File: src/rtl/audio_sample_sink_if.sv
// Purpose: look-ahead MMIO bus between the picorv32 core and the audio sink.
// Signals: mem_la_read/mem_la_write strobes, mem_la_addr, mem_la_wdata from
//          the CPU; rdata (registered STATUS read data) back to the CPU.
interface audio_sample_sink_if;
  logic        mem_la_read;
  logic        mem_la_write;
  logic [31:0] mem_la_addr;
  logic [31:0] mem_la_wdata;
  logic [31:0] rdata;

  modport master (
    output mem_la_read, mem_la_write, mem_la_addr, mem_la_wdata,
    input  rdata
  );

  modport slave (
    input  mem_la_read, mem_la_write, mem_la_addr, mem_la_wdata,
    output rdata
  );
endinterface

File: src/rtl/audio_sample_sink.sv
// Purpose: captures firmware LEFT/RIGHT sample stores, pairs them into
//          stereo frames, buffers them in a FIFO and releases one frame per
//          sample_tick; counts underflows and flags overflow in STATUS.
// Ports:
//   clk, reset        system clock, synchronous active-high reset
//   bus (slave)       CPU look-ahead MMIO bus; rdata returns STATUS
//   sample_tick       one-cycle strobe at the output sample rate
//   sample_l/r        current stereo frame (signed), muted on underflow
//   sample_valid      one-cycle pulse: new frame on sample_l/r
//   underflow         one-cycle pulse: tick arrived with the FIFO empty
module audio_sample_sink #(
  parameter logic [31:0] BASE_ADDR = 32'h1000_0000,
  parameter int unsigned DEPTH     = 64,
  parameter int unsigned SAMPLE_W  = 16
) (
  input  logic                       clk,
  input  logic                       reset,
  audio_sample_sink_if.slave         bus,
  input  logic                       sample_tick,
  output logic signed [SAMPLE_W-1:0] sample_l,
  output logic signed [SAMPLE_W-1:0] sample_r,
  output logic                       sample_valid,
  output logic                       underflow
);

  localparam int unsigned AW = (DEPTH > 1) ? $clog2(DEPTH) : 1;
  localparam int unsigned LW = AW + 1;

  localparam logic [31:0] ADDR_LEFT   = BASE_ADDR + 32'h10;
  localparam logic [31:0] ADDR_RIGHT  = BASE_ADDR + 32'h20;
  localparam logic [31:0] ADDR_STATUS = BASE_ADDR + 32'h24;
  localparam logic [31:0] ADDR_CTRL   = BASE_ADDR + 32'h28;

  typedef struct packed {
    logic [SAMPLE_W-1:0] l;
    logic [SAMPLE_W-1:0] r;
  } frame_t;

  frame_t              mem [DEPTH];
  logic [AW-1:0]       wr_ptr;
  logic [AW-1:0]       rd_ptr;
  logic [LW-1:0]       level;
  logic                overflow;
  logic [15:0]         underflow_cnt;
  logic [SAMPLE_W-1:0] left_hold;

  logic wr_left, wr_right, flush, rd_status;
  logic empty, full, pop, push_ok;
  logic unused_wdata;

  // Register decode: full 32-bit address match, qualified by the strobes.
  assign wr_left   = bus.mem_la_write && (bus.mem_la_addr == ADDR_LEFT);
  assign wr_right  = bus.mem_la_write && (bus.mem_la_addr == ADDR_RIGHT);
  assign flush     = bus.mem_la_write && (bus.mem_la_addr == ADDR_CTRL) && bus.mem_la_wdata[0];
  assign rd_status = bus.mem_la_read  && (bus.mem_la_addr == ADDR_STATUS);

  assign empty = (level == '0);
  assign full  = (level == LW'(DEPTH));

  // Emptiness is judged before any same-cycle push, so a push never bypasses.
  assign pop = sample_tick && !empty && !flush;
  // A push into a full FIFO only lands when a pop frees the slot this cycle.
  assign push_ok = wr_right && (!full || pop) && !flush;

  assign unused_wdata = ^bus.mem_la_wdata;

  // Frame storage; left unreset so it maps onto a plain RAM.
  always_ff @(posedge clk) begin
    if (push_ok) begin
      mem[wr_ptr] <= {left_hold, bus.mem_la_wdata[SAMPLE_W-1:0]};
    end
  end

  // FIFO control, counters and sample output.
  always_ff @(posedge clk) begin
    if (reset) begin
      wr_ptr        <= '0;
      rd_ptr        <= '0;
      level         <= '0;
      overflow      <= 1'b0;
      underflow_cnt <= '0;
      left_hold     <= '0;
      sample_l      <= '0;
      sample_r      <= '0;
      sample_valid  <= 1'b0;
      underflow     <= 1'b0;
    end else if (flush) begin
      // Flush wins over push/pop/tick; sample_l/r hold their last value.
      wr_ptr        <= '0;
      rd_ptr        <= '0;
      level         <= '0;
      overflow      <= 1'b0;
      underflow_cnt <= '0;
      left_hold     <= '0;
      sample_valid  <= 1'b0;
      underflow     <= 1'b0;
    end else begin
      if (wr_left) begin
        left_hold <= bus.mem_la_wdata[SAMPLE_W-1:0];
      end
      if (push_ok) begin
        wr_ptr <= wr_ptr + AW'(1);
      end
      if (pop) begin
        rd_ptr <= rd_ptr + AW'(1);
      end
      if (wr_right && !push_ok) begin
        overflow <= 1'b1;
      end

      if (push_ok && !pop) begin
        level <= level + LW'(1);
      end else if (pop && !push_ok) begin
        level <= level - LW'(1);
      end

      sample_valid <= sample_tick;
      underflow    <= sample_tick && empty;

      if (pop) begin
        sample_l <= mem[rd_ptr].l;
        sample_r <= mem[rd_ptr].r;
      end else if (sample_tick) begin
        sample_l <= '0;
        sample_r <= '0;
      end

      if (sample_tick && empty && (underflow_cnt != 16'hFFFF)) begin
        underflow_cnt <= underflow_cnt + 16'd1;
      end
    end
  end

  // STATUS read path; rdata holds between read strobes.
  always_ff @(posedge clk) begin
    if (reset) begin
      bus.rdata <= '0;
    end else if (bus.mem_la_read) begin
      bus.rdata <= rd_status ? {underflow_cnt, overflow, 15'(level)} : 32'h0;
    end
  end

endmodule

File: src/flat_wrapper.sv
// flat-port wrapper written by rule: the top's interface ports become plain ports
module audio_sample_sink_flat 
#(
  parameter logic [31:0] BASE_ADDR = 32'h1000_0000,
  parameter int unsigned DEPTH     = 64,
  parameter int unsigned SAMPLE_W  = 16
)
  (clk, reset, sample_tick, sample_l, sample_r, sample_valid, underflow, bus_mem_la_read, bus_mem_la_write, bus_mem_la_addr, bus_mem_la_wdata, bus_rdata);
  audio_sample_sink_if bus_i ();
  input  logic clk;
  input  logic reset;
  input  logic sample_tick;
  output logic signed [SAMPLE_W-1:0] sample_l;
  output logic signed [SAMPLE_W-1:0] sample_r;
  output logic sample_valid;
  output logic underflow;
  input wire logic [$bits(bus_i.mem_la_read)-1:0] bus_mem_la_read;
  input wire logic [$bits(bus_i.mem_la_write)-1:0] bus_mem_la_write;
  input wire logic [$bits(bus_i.mem_la_addr)-1:0] bus_mem_la_addr;
  input wire logic [$bits(bus_i.mem_la_wdata)-1:0] bus_mem_la_wdata;
  output wire logic [$bits(bus_i.rdata)-1:0] bus_rdata;
  assign bus_i.mem_la_read = bus_mem_la_read;
  assign bus_i.mem_la_write = bus_mem_la_write;
  assign bus_i.mem_la_addr = bus_mem_la_addr;
  assign bus_i.mem_la_wdata = bus_mem_la_wdata;
  assign bus_rdata = bus_i.rdata;
  audio_sample_sink #(.BASE_ADDR(BASE_ADDR), .DEPTH(DEPTH), .SAMPLE_W(SAMPLE_W)) u_core (.clk(clk), .reset(reset), .bus(bus_i), .sample_tick(sample_tick), .sample_l(sample_l), .sample_r(sample_r), .sample_valid(sample_valid), .underflow(underflow));
endmodule
File: config.mk
export PLATFORM = sky130hd
export DESIGN_NAME = audio_sample_sink_flat
export DESIGN_NICKNAME = d
export VERILOG_FILES = /design/src/rtl/audio_sample_sink_if.sv /design/src/rtl/audio_sample_sink.sv /design/src/flat_wrapper.sv
export SDC_FILE = /design/constraint.sdc
export NUM_CORES = 2
export LEC_CHECK = 0
export CAP_MARGIN = 20
export CELL_PAD_IN_SITES_DETAIL_PLACEMENT = 0
export CELL_PAD_IN_SITES_GLOBAL_PLACEMENT = 1
export CORE_MARGIN = 1
export CORE_UTILIZATION = 50
export DETAILED_ROUTE_END_ITERATION = 12
export GPL_ROUTABILITY_DRIVEN = 0
export HOLD_SLACK_MARGIN = 0.08
export PLACE_DENSITY_LB_ADDON = 0.1
export SETUP_SLACK_MARGIN = 0.05
export SLEW_MARGIN = 15
export SYNTH_ARGS = -nofsm -noshare
export SYNTH_HDL_FRONTEND = slang
export SYNTH_SLANG_ARGS = --single-unit
File: constraint.sdc
create_clock -name clk -period 3.7 [get_ports clk]
set_input_delay 0.555 -clock clk [delete_from_list [all_inputs] [get_ports clk]]
set_output_delay 0.555 -clock clk [all_outputs]
set_load 0.005 [all_outputs]
==> implementation parameters <==
Parameter                              Value

Run status
  Run status ... finished, violations left
  Failing checks ... design-rule violations

Global routing
  Wire length of the first global-routing pass ... between 200000 and 300000 um
  Antenna violations before repair ... 5
  Overflow left after global routing ... 0
  Maximum number of pins on one net before global-route repair ... 77
  Vias in the first global route ... slightly above 40000
  Total routing resource utilization after global routing ... around 25%

Timing
  Fin Clk Skew ... 0.0318 ns
  Clock period minus worst slack ... 3.20 ns
  Period utilisation layout ... 86.6%
  Final hold violation count ... 0
  Max-Slew Margin vs Limit ... ~22%
  Max frequency ... ~0.31 GHz
  Worst path setup slack after routing ... between 0.4 and 0.5 ns
  Setup repair after global routing missed its margin ... false
  Finish-stage setup viols ... 0
  Transition time of the tightest slew-check pin ... 1.17 ns
  Final max-slew violation count ... 0

Critical path
  Element type at the critical path end ... register
  Number of cells traversed by the worst register-to-register path ... 12
  Data arrival time of the worst path ... ~3.9 ns
  Critical Path Start Type ... input port
  Maximum fanout count along the critical path ... 5
  Classification of the worst setup path ... in -> reg
  Worst EP required ... 4.41 ns

Floorplan
  Number of top-level design ports ... 135
  Starting Density ... 50.4%
  Num rows ... about 150
  Floorplan Core Area ... around 0.16 mm2
  Die Wd ... 409 um
  Height of the die ... 409 um
  Die Footprint ... 0.168 mm2

Synthesis
  Register area share after synthesis ... about 77%
  Commonest cells in the synthesized netlist ... 2048 x sky130_fd_sc_hd__edfxtp_1, 507 x sky130_fd_sc_hd__mux4_2, 167 x sky130_fd_sc_hd__nor2_1
  Most instantiated library cell after synthesis ... sky130_fd_sc_hd__edfxtp_1
  Synth Instances ... 3893
  Dominant cells by area after synthesis ... sky130_fd_sc_hd__edfxtp_1 74%, sky130_fd_sc_hd__mux4_2 14%, sky130_fd_sc_hd__dfxtp_1 2.8%
  Total of flip-flops plus latches after synthesis ... between 2000 and 2500
  EDFF count, synth ... approximately 2000
  Main synth FF type ... sky130_fd_sc_hd__edfxtp_1
  Library cells used by synthesis ... 64
  Share of synthesized flip-flops with an asynchronous set or reset ... 0%
  Netlist area before placement ... 0.0830 mm2
  Post-synthesis cell type with the largest combined area ... sky130_fd_sc_hd__edfxtp_1
  Total of warnings raised by yosys ... 0
  Share of the synthesized area in the top cell type ... roughly 74%
  Avg Synthesized Cell Area ... 21.3 um2

CTS
  CTS-repair resized insts ... 0
  Maximum level of the CTS H-tree ... 4
  Clock latency of the later-clocked register in the worst-skew pair ... between 0.8 and 0.9 ns
  TritonCTS Buffers ... between 200 and 250
  Post-CTS setup buffer count ... 0
  Clock tree sinks ... approximately 2200
  CTS Hold Buffers Added ... 0
  CTS Root Cell ... sky130_fd_sc_hd__clkbuf_16
  Clock tree from TritonCTS ... built
  Clock slew seen by the registers of the worst setup and hold paths ... roughly 0.060 ns
  Number of buffers on the longest clock path ... 3

Pwr
  Total power per unit cell area ... approximately 570 mW/mm2
  Cell leakage power ... approximately 27 nW
  Worst vdd ir ... about 0.00047 V
  Total power consumption of the routed design ... approximately 55 mW

Cells and area
  Share of post-route cells with drive strength above 1 ... slightly below 30%
  Final net count ... roughly 4400
  Layout Area Growth over Synthesis ... 17.4%

Drt
  Total DRC errors in the routed layout ... 8
  Average wire length per cell after detail routing ... 30.6 um
  Number of detailed-routing iterations run before antenna repair ... 9
  Via density per instance ... approximately 6.0
  Vias after detailed routing ... ~41000
  Remaining antenna violation count after routing ... 0
  Total wire length after detailed routing ... 206000 um
  Initial drt markers ... 3995

Placed design
  Placed wire-length estimate ... around 130000 um
  Number of buffers added on ports ... 110
  Pre-CTS setup slack ... -0.317 ns

Worst hold path
  Worst hold path stage count ... 1
  HP Class ... in -> reg

Flow run
  Total of max-cap violations ... 0
## flip-flops by register name, summed over array words and instances (netlist names), named ones only
register	cells
u_core.wr_ptr	6
u_core.sample_l	16
u_core.left_hold	16
u_core.overflow	1
u_core.level	7
u_core.sample_r	16
u_core.bus.rdata	24
u_core.mem	2048
u_core.rd_ptr	6
u_core.underflow_cnt	16
u_core.underflow	1
u_core.sample_valid	1
## stage by stage
stage / TNS, ns / cell area (um2) / hold slack [ns] / std cells / util (%)
2_1_floorplan: -112.61 / 83000 / 0.437 / 3900 / -
3_3_place_gp: -0.822 / 90100 / 0.440 / 6323 / 54.7
3_5_place_dp: -0.882 / 90100 / 0.443 / 6323 / 54.7
4_1_cts: 0 / 97400 / 0.156 / 6727 / 59.1
5_1_grt: 0 / 97400 / 0.192 / 6727 / 59.1
6_report: 0 / 97400 / 0.207 / 6728 / 59.1
## kinds of logic (layout without fill, tap and decap cells)
kind of cell	Yosys count	in the layout	synth area share, %
buf+inv	234	872	1.50
fa+ha+maj	11	11	0.175
xor+xnor	26	26	0.274
mux	682	682	15.9
compound gates	334	334	2.69
flops	2164	2164	76.9
other cells	1	9	0.00452
simple gates	441	441	2.55
## area by class of cell
class / instances / area (um2)
fillers: 11900 / 67400
inverters: 9 / 33.8
clock inverters: 104 / 1160
multi-input cells: 1502 / 18500
well taps: 2189 / 2740
diodes: 1 / 2.50
clock buffers: 300 / 6080
repair buffers: 459 / 5060
flip-flops and latches: 2164 / 63900
## final timing paths
path | startpoint | endpoint | slack [ns]
worst max register to register | u_core.level[0] | u_core.level[5] | 0.56
worst min-delay path | bus_mem_la_wdata[12] | u_core.mem[42][12] | 0.21
worst min register to register | u_core.sample_r[4] | u_core.sample_r[4] | 0.45
worst max-delay path | bus_mem_la_addr[23] | u_core.level[5] | 0.50
## worst max-delay path: stages
cell                              delay [ns]
sky130_fd_sc_hd__clkdlybuf4s50_1        0.41
sky130_fd_sc_hd__nor4_1                 0.33
sky130_fd_sc_hd__nand4_1                0.26
sky130_fd_sc_hd__or2_1                  0.31
sky130_fd_sc_hd__nor4_1                 0.31
sky130_fd_sc_hd__ha_1                   0.23
sky130_fd_sc_hd__inv_1                  0.11
sky130_fd_sc_hd__ha_1                   0.28
sky130_fd_sc_hd__a21o_1                 0.17
sky130_fd_sc_hd__a21oi_1                0.21
sky130_fd_sc_hd__o21bai_1               0.09
sky130_fd_sc_hd__a21oi_1                0.16
sky130_fd_sc_hd__mux2_2                 0.35
sky130_fd_sc_hd__nor3_1                 0.16
## routing by layer
| metal | vias up | wire [um] | share of wire, % | track usage [%] |
|---|---|---|---|---|
| li1 | 17200 | - | - | - |
| met1 | 21800 | 89500 | 43 | 36.4 |
| met3 | 234 | 14500 | 7.0 | 4.84 |
| met2 | 1332 | 98900 | 48 | 39.1 |
| met4 | 2 | 3170 | 1.5 | 4.70 |
| met5 | - | 13 | 0.0063 | 0 |
## cells in the final DEF (no fill, tap or decap), types with 9 or more instances in the layout
cell type,Yosys,final
sky130_fd_sc_hd__clkbuf_16,0,222
sky130_fd_sc_hd__o22ai_1,33,33
sky130_fd_sc_hd__clkinv_2,0,36
sky130_fd_sc_hd__edfxtp_1,2048,2048
sky130_fd_sc_hd__nor2b_1,56,53
sky130_fd_sc_hd__nand2_1,93,93
sky130_fd_sc_hd__o211ai_1,9,9
sky130_fd_sc_hd__mux2i_1,155,155
sky130_fd_sc_hd__mux4_2,507,507
sky130_fd_sc_hd__clkdlybuf4s50_1,0,94
sky130_fd_sc_hd__o221ai_1,13,13
sky130_fd_sc_hd__ha_1,10,10
sky130_fd_sc_hd__nor3_1,25,23
sky130_fd_sc_hd__o21ai_0,19,19
sky130_fd_sc_hd__buf_2,78,14
sky130_fd_sc_hd__a32o_1,12,12
sky130_fd_sc_hd__clkinv_1,0,30
sky130_fd_sc_hd__dfxtp_2,0,16
sky130_fd_sc_hd__a22oi_1,68,68
sky130_fd_sc_hd__a211oi_1,26,26
sky130_fd_sc_hd__buf_4,54,238
sky130_fd_sc_hd__clkbuf_8,0,23
sky130_fd_sc_hd__clkbuf_1,66,55
sky130_fd_sc_hd__xnor2_1,18,18
sky130_fd_sc_hd__bufinv_16,0,24
sky130_fd_sc_hd__dfxtp_1,116,94
sky130_fd_sc_hd__nor2_4,0,63
sky130_fd_sc_hd__nand3_1,19,19
sky130_fd_sc_hd__nor2_1,167,103
sky130_fd_sc_hd__buf_12,0,113
sky130_fd_sc_hd__nor4_1,19,19
sky130_fd_sc_hd__nand2b_1,23,23
sky130_fd_sc_hd__o21ai_1,21,21
sky130_fd_sc_hd__mux2_2,20,20
sky130_fd_sc_hd__a31oi_1,12,12
sky130_fd_sc_hd__a21oi_1,82,82
## where the power goes
group          internal, mW  leakage, nW  switching [mW]  total (mW)
registers              26.7         17.2           0.256        27.0
logic                  2.97         6.53            3.23        6.21
clock network          13.1         3.54            9.03        22.1
No activity file was read; power rests on OpenSTA's default activity.
